File: src/rtl/binary_to_excess3_pkg.sv
// Shared constants and types for the binary to Excess-3 converter.
package binary_to_excess3_pkg;

  localparam int unsigned NIBBLE_W = 4;

  typedef logic [NIBBLE_W-1:0] nibble_t;

  // Excess-3 is plain binary offset by three.
  localparam nibble_t XS3_OFFSET = 4'd3;

  // Largest nibble value that is a legal BCD digit.
  localparam nibble_t BCD_MAX = 4'd9;

endpackage : binary_to_excess3_pkg

File: src/rtl/binary_to_excess3_xs3_digit.sv
// Single-nibble combinational Excess-3 converter.
// Optional macro BIN2XS3_BCD_CHECK_EN enables the non-BCD flag; otherwise
// the flag is tied low.
module xs3_digit
  import binary_to_excess3_pkg::*;
(
  input  nibble_t nibble,
  output nibble_t sum,
  output logic    carry,
  output logic    bcd_err
);

  logic [NIBBLE_W:0] full;

  // Zero-extended +3 add; bit 4 is the nibble's own carry-out.
  always_comb begin
    full    = {1'b0, nibble} + {1'b0, XS3_OFFSET};
    sum     = full[NIBBLE_W-1:0];
    carry   = full[NIBBLE_W];
`ifdef BIN2XS3_BCD_CHECK_EN
    bcd_err = (nibble > BCD_MAX);
`else
    bcd_err = 1'b0;
`endif
  end

endmodule : xs3_digit

File: src/rtl/binary_to_excess3.sv
// Registered multi-digit binary to Excess-3 converter, one-cycle latency.
// Optional macro BIN2XS3_BCD_CHECK_EN registers a per-nibble "input > 9"
// flag on bcd_err; with the macro undefined bcd_err stays 0.
module binary_to_excess3
  import binary_to_excess3_pkg::*;
#(
  parameter int unsigned DIGITS = 1
) (
  input  logic                       clk,
  input  logic                       rst,
  input  logic                       in_valid,
  input  logic [NIBBLE_W*DIGITS-1:0] binary,
  output logic                       out_valid,
  output logic [NIBBLE_W*DIGITS-1:0] excess3,
  output logic [DIGITS-1:0]          carry,
  output logic [DIGITS-1:0]          bcd_err
);

  logic [NIBBLE_W*DIGITS-1:0] sum_d;
  logic [DIGITS-1:0]          carry_d;
  logic [DIGITS-1:0]          err_d;

  // Independent per-nibble converters: no carry chains between digits.
  for (genvar k = 0; k < DIGITS; k++) begin : g_digit
    xs3_digit u_digit (
      .nibble  (binary[NIBBLE_W*k +: NIBBLE_W]),
      .sum     (sum_d[NIBBLE_W*k +: NIBBLE_W]),
      .carry   (carry_d[k]),
      .bcd_err (err_d[k])
    );
  end

  // Valid pipeline; results load only on a sampled in_valid and hold otherwise.
  always_ff @(posedge clk) begin
    if (rst) begin
      out_valid <= 1'b0;
      excess3   <= '0;
      carry     <= '0;
      bcd_err   <= '0;
    end else begin
      out_valid <= in_valid;
      if (in_valid) begin
        excess3 <= sum_d;
        carry   <= carry_d;
        bcd_err <= err_d;
      end
    end
  end

endmodule : binary_to_excess3

File: config.mk
export PLATFORM = sky130hd
export DESIGN_NAME = binary_to_excess3
export DESIGN_NICKNAME = d
export VERILOG_FILES = /design/src/rtl/binary_to_excess3_pkg.sv /design/src/rtl/binary_to_excess3_xs3_digit.sv /design/src/rtl/binary_to_excess3.sv
export SDC_FILE = /design/constraint.sdc
export NUM_CORES = 1
export LEC_CHECK = 0
export ABC_CLOCK_PERIOD_IN_PS = 1400
export BUFFER_PORTS_ARGS = -buffer_cell sky130_fd_sc_hd__buf_2
export CORE_AREA = 2 2 39 41
export CTS_CLUSTER_DIAMETER = 80
export CTS_CLUSTER_SIZE = 14
export DETAILED_ROUTE_END_ITERATION = 8
export DIE_AREA = 0 0 41 43
export RECOVER_POWER = 25
export SYNTH_ARGS = -nofsm -noshare
export SYNTH_HDL_FRONTEND = slang
export SYNTH_SLANG_ARGS = --single-unit
File: constraint.sdc
create_clock -name clk -period 1.4 [get_ports clk]
set_input_delay 0.07 -clock clk [delete_from_list [all_inputs] [get_ports clk]]
set_output_delay 0.07 -clock clk [all_outputs]
set_load 0.03 [all_outputs]
==> run_results.csv <==
group,metric,value,unit
timing,setup_ws,0.572,ns
critical_path,cp-end-kind,"primary output",
synth,ys_seq_elements,6,
detailed_routing,first_iter_violations,3,
critical_path,cpMaxStageDelayCell,"dfxtp_1",
synth,yosys.area.top_type,"dfxtp_1",
placed_design,place_congestion,0.661,
power_and_ir_drop,ir_worst_vdd,0.326,mV
job,cap_viol_max_count,0,
critical_path,cp_num_buf_inv,1,
grt,grt_max_degree,11,
timing,hold_ws,0.0697,ns
timing,setup_viol,0,
synth,ys.flop_type,"dfxtp_1",
placed_design,hpwl,417,um
clock_tree,clock_path_buffers,2,
synth,netlist_instances,27,
synth,syn_area_per_cell,9.69,um2
detailed_routing,met1_length,235,um
critical_path,crit_family,"flip-flops",
finish,fin_nets,50,
detailed_routing,wl_met3,41,um
critical_path,cp-start-kind,"flop",
power_and_ir_drop,switchingPower,120,uW
synth,netlist_top_cells_area,"dfxtp_1, a211oi_1, nor2_1",
synth,syn_nets,35,
power_and_ir_drop,combinationalPowerShare,18.9,%
power_and_ir_drop,leakagePower,0.164,nW
finish,multi_input_area,121,um2
placed_design,numPortBuffers,12,
grt,grt_pass1_vias,185,
critical_path,worstReg2RegStart,"excess3[0]",
finish,regArea,120,um2
finish,diodes,0,
critical_path,cp.arrival,0.76,ns
timing,rsz0062_at_grt,"false",
critical_path,cp_max_fo,2,
synth,seq_area_frac_synth,45.9,%
synth,ys_top_cells_by_count,"dfxtp_1, nor2_1, a211oi_1, inv_1",
synth,synth_top_area_share,45.9,%
clock_tree,cts_buffers,3,
floorplanning,rows,14,
clock_tree,clk_latency,0.24,ns
timing,drv_slew,0,
critical_path,ff2ff_setup_slack,0.76,ns
critical_path,crit_start,"excess3[0]",
clock_tree,root_buffer,"clkbuf_4",
power_and_ir_drop,p_seq_share,43.7,%
timing,finalSetupTns,0,ns
grt,antenna_found_initial,0,
synth,ys_types,17,
floorplanning,dieArea,0.00176,mm2
critical_path,cp.depth,1,
detailed_routing,vias,207,
placed_design,dpl_cell_area,329,um2
detailed_routing,avgRoutedWirePerCell,9.16,um
synth,ys_warn_count,0,
finish,drive_gt1_share,37.5,%
power_and_ir_drop,p_sw_share,28.0,%
power_and_ir_drop,power_frac_clock,37.4,%
detailed_routing,final_antenna_net_count,0,
floorplanning,start_util,18.9,%
detailed_routing,wl_met2,236,um
critical_path,cp.required,1.33,ns
detailed_routing,dr.pass1.iters,3,
critical_path,worst_r2r_endpoint,"excess3[0]",
critical_path,worstSetupEndpoint,"excess3[0]",
critical_path,path_class,"flop to primary output",
placed_design,post-place-ws,0.539,ns
clock_tree,cts_max_level,1,
clock_tree,clk_pin_slew,0.05,ns
synth,yosysMostFrequentCell,"dfxtp_1",
grt,grt_overflow,0,
floorplanning,io_pins,14,
synth,ys_async_sr_fraction,0,%
detailed_routing,totalWireLength,513,um
detailed_routing,viasPerCell,3.70,
min_path,min_delay_path_depth,2,
clock_tree,cts_setup_buffers,0,
min_path,hold_path_class,"primary input to flop",
synth,synth_edf_count,0,
critical_path,crit_path_max_incr_delay,0.32,ns
synth,netlist_area,262,um2
power_and_ir_drop,p_int,308,uW
timing,min_period,0.828,ns
finish,syn_to_final_growth,33.5,%
critical_path,cp_cell_sequence,"buf_2",
timing,fmax,1.21,GHz
finish,nFillCells,158,
clock_tree,cts_resized,0,
grt,grt_pass1_wl,779,um
detailed_routing,routed.top_layer,"met3",
timing,fin_crit_sh,59.1,%
floorplanning,core_area,0.00138,mm2
clock_tree,cts_hold_buf,0,
floorplanning,fp.dieH,43,um
clock_tree,clock_sinks,6,
status,status,"finished, final reports clean",
grt,track_usage,6.93,%
critical_path,reg2reg_depth,2,
power_and_ir_drop,powerDensity,1220,mW/mm2
detailed_routing,drc_errors,0,
finish,fin_area,349,um2
clock_tree,cts_tree,"yes",
timing,finClkSkew,0,ns
timing,finalHoldViolCount,0,
floorplanning,die_width,41,um
[worst min path at each step]
stage	start	endpoint	slack, ns
6_report	rst	excess3[3]	0.07
5_1_grt	rst	excess3[3]	0.08
4_1_cts	binary[0]	excess3[0]	0.05
3_5_place_dp	binary[0]	excess3[0]	0.32
3_3_place_gp	binary[0]	excess3[0]	0.30
2_1_floorplan	rst	excess3[3]	0.13
[placed cells by master (no fill, tap or decap)]
cell      Yosys  final
a211oi_1      2      2
a211oi_2      1      1
a21oi_1       1      1
buf_2         1     10
clkbuf_1      0      2
clkbuf_4      0      3
conb_1        1      1
dfxtp_1       6      6
ha_1          1      1
inv_1         2      2
mux2i_1       1      1
nand2b_1      1      1
nand4b_1      1      1
nor2_1        4      4
nor2b_1       1      1
o21ai_2       1      1
xnor2_1       1      1
xor2_1        1      1
[power groups by stage]
stage	registers, mW	logic (mW)	clock network, mW
2_1_floorplan	0.214	0.0335	0
5_1_grt	0.188	0.0876	0.179
3_5_place_dp	0.190	0.0827	0
4_1_cts	0.187	0.0829	0.169
3_3_place_gp	0.190	0.0816	0
6_report	0.187	0.0807	0.160
[cell families (layout without fill, tap and decap cells)]
| logic type | count (synthesis) | after routing | share of synthesized area, % |
|---|---|---|---|
| AOI/OAI and AO/OA | 5 | 5 | 15.8 |
| xor gates and xnor gates | 2 | 2 | 6.70 |
| adders and majority gates | 1 | 1 | 4.78 |
| buffers and inverters | 4 | 17 | 7.66 |
| DFF | 6 | 6 | 45.9 |
| muxes | 1 | 1 | 3.83 |
| other | 1 | 1 | 1.43 |
| and+or+nand+nor | 7 | 7 | 13.9 |
[final cells by class]
class                           count  area share (%)
Multi-Input combinational cell     17            34.8
Sequential cell                     6            34.4
Timing Repair Buffer               12            16.5
Tap cell                           16            5.73
Inverter                            2            2.15
Clock buffer                        3            6.45
[layer usage]
layer,track usage (%),up-vias
met3,3.14,0
met4,6.00,0
met1,9.32,87
met5,0,-
li1,-,113
met2,7.81,7
[sequential cells by signal, indices dropped and copies added, names as in the netlist]
register   count
out_valid      1
excess3        4
carry          1
[metrics by stage]
stage               utilization [%]  power (mW)  cells
floorplan                         -       0.247     27
global placement               23.8       0.272     53
detailed placement             23.8       0.273     53
CTS                            25.4       0.439     56
global route                   25.2       0.455     56
finish                         25.2       0.427     56
Power figures use the tool's default switching activity.
